===== src/rtl/banco_registros_multipuerto.sv =====
// Parametrised multi-read-port register file with a post-reset clear sequencer.
// Optional macro BR_BYPASS_EN: same-cycle write data is forwarded to matching read ports.
module banco_registros_multipuerto #(
    parameter int DATA_W   = 32,
    parameter int ADDR_W   = 5,
    parameter int N_READ   = 2,
    parameter int ZERO_REG = 1
) (
    input  logic                       clk,
    input  logic                       rst,
    input  logic [N_READ*ADDR_W-1:0]   Read_Reg,
    output logic [N_READ*DATA_W-1:0]   Read_data,
    input  logic                       RegWrite,
    input  logic [ADDR_W-1:0]          Write_Reg,
    input  logic [DATA_W-1:0]          Write_Data,
    output logic                       ready,
    output logic                       wr_drop
);

    localparam int DEPTH = 2 ** ADDR_W;

`ifdef BR_BYPASS_EN
    localparam bit BYPASS = 1'b1;
`else
    localparam bit BYPASS = 1'b0;
`endif

    typedef enum logic {
        CLEAR = 1'b0,
        RUN   = 1'b1
    } state_t;

    state_t              state;
    logic [ADDR_W-1:0]   clr_idx;
    logic [DATA_W-1:0]   mem [DEPTH];
    logic                wr_zero_reg;

    assign wr_zero_reg = (ZERO_REG != 0) && (Write_Reg == '0);

    // Control: walk clr_idx over the whole array, then hand over to RUN.
    always_ff @(posedge clk) begin
        if (rst) begin
            state   <= CLEAR;
            clr_idx <= '0;
            ready   <= 1'b0;
            wr_drop <= 1'b0;
        end else begin
            case (state)
                CLEAR: begin
                    wr_drop <= RegWrite;
                    clr_idx <= clr_idx + 1'b1;
                    if (clr_idx == '1) begin
                        state <= RUN;
                        ready <= 1'b1;
                    end
                end
                RUN: begin
                    wr_drop <= 1'b0;
                    ready   <= 1'b1;
                end
                default: begin
                    state   <= CLEAR;
                    clr_idx <= '0;
                    ready   <= 1'b0;
                    wr_drop <= 1'b0;
                end
            endcase
        end
    end

    // Storage has no reset of its own; contents come only from the clear walk.
    always_ff @(posedge clk) begin
        if (!rst) begin
            if (state == CLEAR) begin
                mem[clr_idx] <= '0;
            end else if (RegWrite && !wr_zero_reg) begin
                mem[Write_Reg] <= Write_Data;
            end
        end
    end

    for (genvar k = 0; k < N_READ; k++) begin : g_read
        logic [ADDR_W-1:0] ra;
        logic [DATA_W-1:0] rd;

        assign ra = Read_Reg[k*ADDR_W +: ADDR_W];

        always_comb begin
            rd = '0;
            if (state == RUN && !((ZERO_REG != 0) && (ra == '0))) begin
                if (BYPASS && RegWrite && (ra == Write_Reg)) begin
                    rd = Write_Data;
                end else begin
                    rd = mem[ra];
                end
            end
        end

        assign Read_data[k*DATA_W +: DATA_W] = rd;
    end

endmodule


===== config.mk =====
export PLATFORM = sky130hd
export DESIGN_NAME = banco_registros_multipuerto
export DESIGN_NICKNAME = d
export VERILOG_FILES = /design/src/rtl/banco_registros_multipuerto.sv
export SDC_FILE = /design/constraint.sdc
export NUM_CORES = 1
export LEC_CHECK = 0
export CAP_MARGIN = 10
export CORE_MARGIN = 2
export CORE_UTILIZATION = 56
export CTS_BUF_LIST = sky130_fd_sc_hd__clkbuf_16
export DETAILED_ROUTE_END_ITERATION = 12
export PLACE_DENSITY_LB_ADDON = 0.12
export REMOVE_ABC_BUFFERS = 1
export SYNTH_ARGS = -nofsm -noshare
export SYNTH_HDL_FRONTEND = slang
export SYNTH_SLANG_ARGS = --single-unit

===== constraint.sdc =====
create_clock -name clk -period 4.9 [get_ports clk]
set_clock_uncertainty 0.15 [all_clocks]
set_input_delay 0.98 -clock clk [delete_from_list [all_inputs] [get_ports clk]]
set_output_delay 0.98 -clock clk [all_outputs]
set_load 0.01 [all_outputs]

==> impl_results.md <==
- Mean routed wirelength per cell: 36.2 um
- CTS sink count: 1032
- Setup repair bufs after CTS: 0
- Seq/Total Area, Yosys: 63.7%
- Core Box Area: 85500 um^2
- FP Rows: around 110
- Worst Max-Slew Pin Slew: 1.14 ns
- Pwr per Cell Area: 344 nW/um^2
- IO Port Bufs: 115
- CP Capture Type: primary output
- Number of global-route vias before repair: 29700
- Top-count cell post-synth: edfxtp_1
- Worst IR Drop VDD: around 0.33 mV
- Largest area contributor in the netlist: edfxtp_1
- Initial Util: a little under three fifths
- Seq pwr share: 49.9%
- Final core occ: 65.9%
- Clock Path Buffers: 3
- Vias per Instance: 7.26
- Total chip power: 19.4 mW
- TritonRoute pass-1 iters: 5
- Critical Path Start Type: register
- Slew Viols, Final: 0
- HP Class: reg2reg
- Worst path max stage delay: 0.78 ns
- WS Path Type: reg2out
- Routability Congestion: 0.850
- Antenna violations before repair: 2
- CTS tree: yes
- Clock Pin Slew Worst Setup and Hold Paths: about 0.06 ns
- Crit-path cells: buf_4 > o21ai_4 > buf_4 > a211oi_1 > clkdlybuf4s50_1
- Clk root buf: clkbuf_16
- Die area: 89000 um^2
- Placed cells: 3854
- GR Overflow Total: 0
- Fraction of layout cells with a size suffix above 1: 29.9%
- RSZ-0062 raised after global routing: no
- CP most frequent cell: buf_4
- Final worst path period share: around 99%
- Clock network power share: around 44%
- Number of DRC markers in iteration 0: 4113
- Lkg Pwr: 17.1 nW
- Synthesized area per cell: 18.6 um^2
- Post-layout min period: approximately 4.9 ns
- DRC: 0
- Synth top cells by count: edfxtp_1, mux4_2, mux2i_1
- Area grow syn2layout: 16.2%
- Die Wd: 298 um
- Min-delay src: ready$_SDFFE_PP0P_
- Reg2reg setup slack: 1.08 ns
- Crit-path slowest cell: dfxtp_1
- Clock Latency Late Sink: between 0.6 and 0.7 ns
- Status: completed
- Post-synth top area share: a little under two thirds
- Psw: 4.20 mW
- Setup Viol. Count Final: 0
- Fin Hold WS: 0.306 ns
- Crit path DAT: 3.74 ns
- Final hold violation count: 0
- Synth area leaders: edfxtp_1, mux4_2, mux2i_1, o221ai_1, mux2_2
- Non-Filler Instances: around 4100
- Post-synth cell types: 52
- Syn Std Cell Area: ~48000 um^2
- Max Fclk: 205 MHz
- DP Wirelength: 86500 um
- Ys async rst share: 0%
- Crit path max fanout: 14
- Worst r2r dst: mem[5][14]$_DFFE_PP_
- Worst r2r src: state$_SDFF_PP0_
- Via count: between 20000 and 30000
- Logic pwr share: under 10%
- Synth Instances: 2606
- Crit path capture: Read_data[26]
- WL final: 147000 um
- Antenna Nets Post-Route: 0
- I/O pins: 116
- CP startpoint: state$_SDFF_PP0_
- YS warnings: 0
- First-pass GRT wire length: 210000 um
- Largest net degree at the start of global routing: 68
- Req. time, crit path: 3.77 ns
- H-Tree Depth: 3
- MaxCap Viol Count: 0
- TritonCTS Buffers: 107
- Relative slew slack: approximately a quarter
- Yosys reg bits: slightly above 1000
- Most frequently used flop master after synthesis: edfxtp_1
- Net Sw Frac: between 20% and 30%
- Internal power: 15.2 mW
- Worst reg-to-reg path cell count: 7
- Total track usage: 33.1%
- Post-synth EDFFs: ~1000
- Die Y-Extent: 298 um
- Nets: 2871
-- area by class of cell --
type / count / area (um^2)
Fill cell: 5564 / 29200
Antenna cell: 2 / 5.00
Clock buffer: 108 / 2700
Multi-Input combinational cell: 1357 / 16800
Tap cell: 1144 / 1430
Inverter: 5 / 18.8
Sequential cell: 1032 / 30900
Timing Repair Buffer: 316 / 3460
Clock inverter: 95 / 991
-- state kept, by name, indices dropped and copies added, names as in the netlist --
register / count
state: 1
ready: 1
mem: 1024
clr_idx: 5
wr_drop: 1
-- kinds of logic after synthesis --
logic type / count (synthesis) / share of synthesized area (%)
muxes: 793 / 26.2
buffers and inverters: 217 / 2.14
AOI/OAI and AO/OA: 306 / 5.23
xor gates and xnor gates: 3 / 0.0542
DFF: 1032 / 63.7
adders and majority gates: 2 / 0.0516
and+or+nand+nor: 253 / 2.58
-- power groups by stage --
stage	logic (mW)	registers, mW	clock network, mW
after floorplan	0.535	9.83	0
after global placement	1.18	9.84	0
after detailed placement	1.19	9.84	0
after CTS	1.20	9.66	8.56
after global routing	1.25	9.66	8.90
final	1.21	9.66	8.51
-- how the worst min path moves through the flow --
stage / endpoint / cells past startpoint
4_1_cts: ready$_SDFFE_PP0P_ / 2
2_1_floorplan: ready$_SDFFE_PP0P_ / 2
3_3_place_gp: ready$_SDFFE_PP0P_ / 2
5_1_grt: ready$_SDFFE_PP0P_ / 2
6_report: ready$_SDFFE_PP0P_ / 2
3_5_place_dp: ready$_SDFFE_PP0P_ / 2
-- critical path: cells and delay by family, from the launching register on --
| family | cells | cell delay (ns) |
|---|---|---|
| compound gates | 2 | 0.85 |
| buf+inv | 3 | 1.41 |
| flops | 1 | 0.78 |
-- per-stage QoR --
step,worst slack [ns],TNS (ns),cell area [um^2]
floorplan,-0.579,-103.40,47500
detailed placement,0.261,0,52700
CTS,0.155,0,56400
global placement,0.225,0,52700
global route,0.0779,0,56400
finish,0.0330,0,56400
-- metal layers --
metal	up-vias	global-route usage, %	wire (um)
met3	339	7.58	17300
li1	11600	-	-
met2	2100	51.2	68500
met4	0	12.0	5730
met1	15500	46.5	55300
met5	-	0	0
-- layout by cell type, fill, tap and decap left out, types with 4 or more instances in the layout --
master              n
a211oi_1           30
a21oi_1            57
a221oi_1            6
a221oi_2           26
a22oi_1            20
a2bb2oi_1          32
and2_1             35
buf_12             62
buf_4             140
buf_8               5
bufinv_16          19
clkbuf_16         108
clkdlybuf4s50_1   107
clkinv_1           25
clkinv_2           22
dfxtp_1             8
edfxtp_1         1024
inv_1              23
mux2_2             54
mux2i_1           363
mux4_2            376
nand2_1            79
nand3_1            52
nand3b_1            4
nand4_1            10
nor2_1             12
nor2_4             22
nor2b_1             6
nor3_2              6
o211ai_1            4
o221ai_1           86
o22a_1             22
or3_1               4
-- timing repair --
action | in CTS | in global routing
endpoints found under the setup margin | 0 | 2
resized for setup | 0 | 2
hold buffers | 0 | 0
Note: power is estimated with default switching activity, not from simulation.
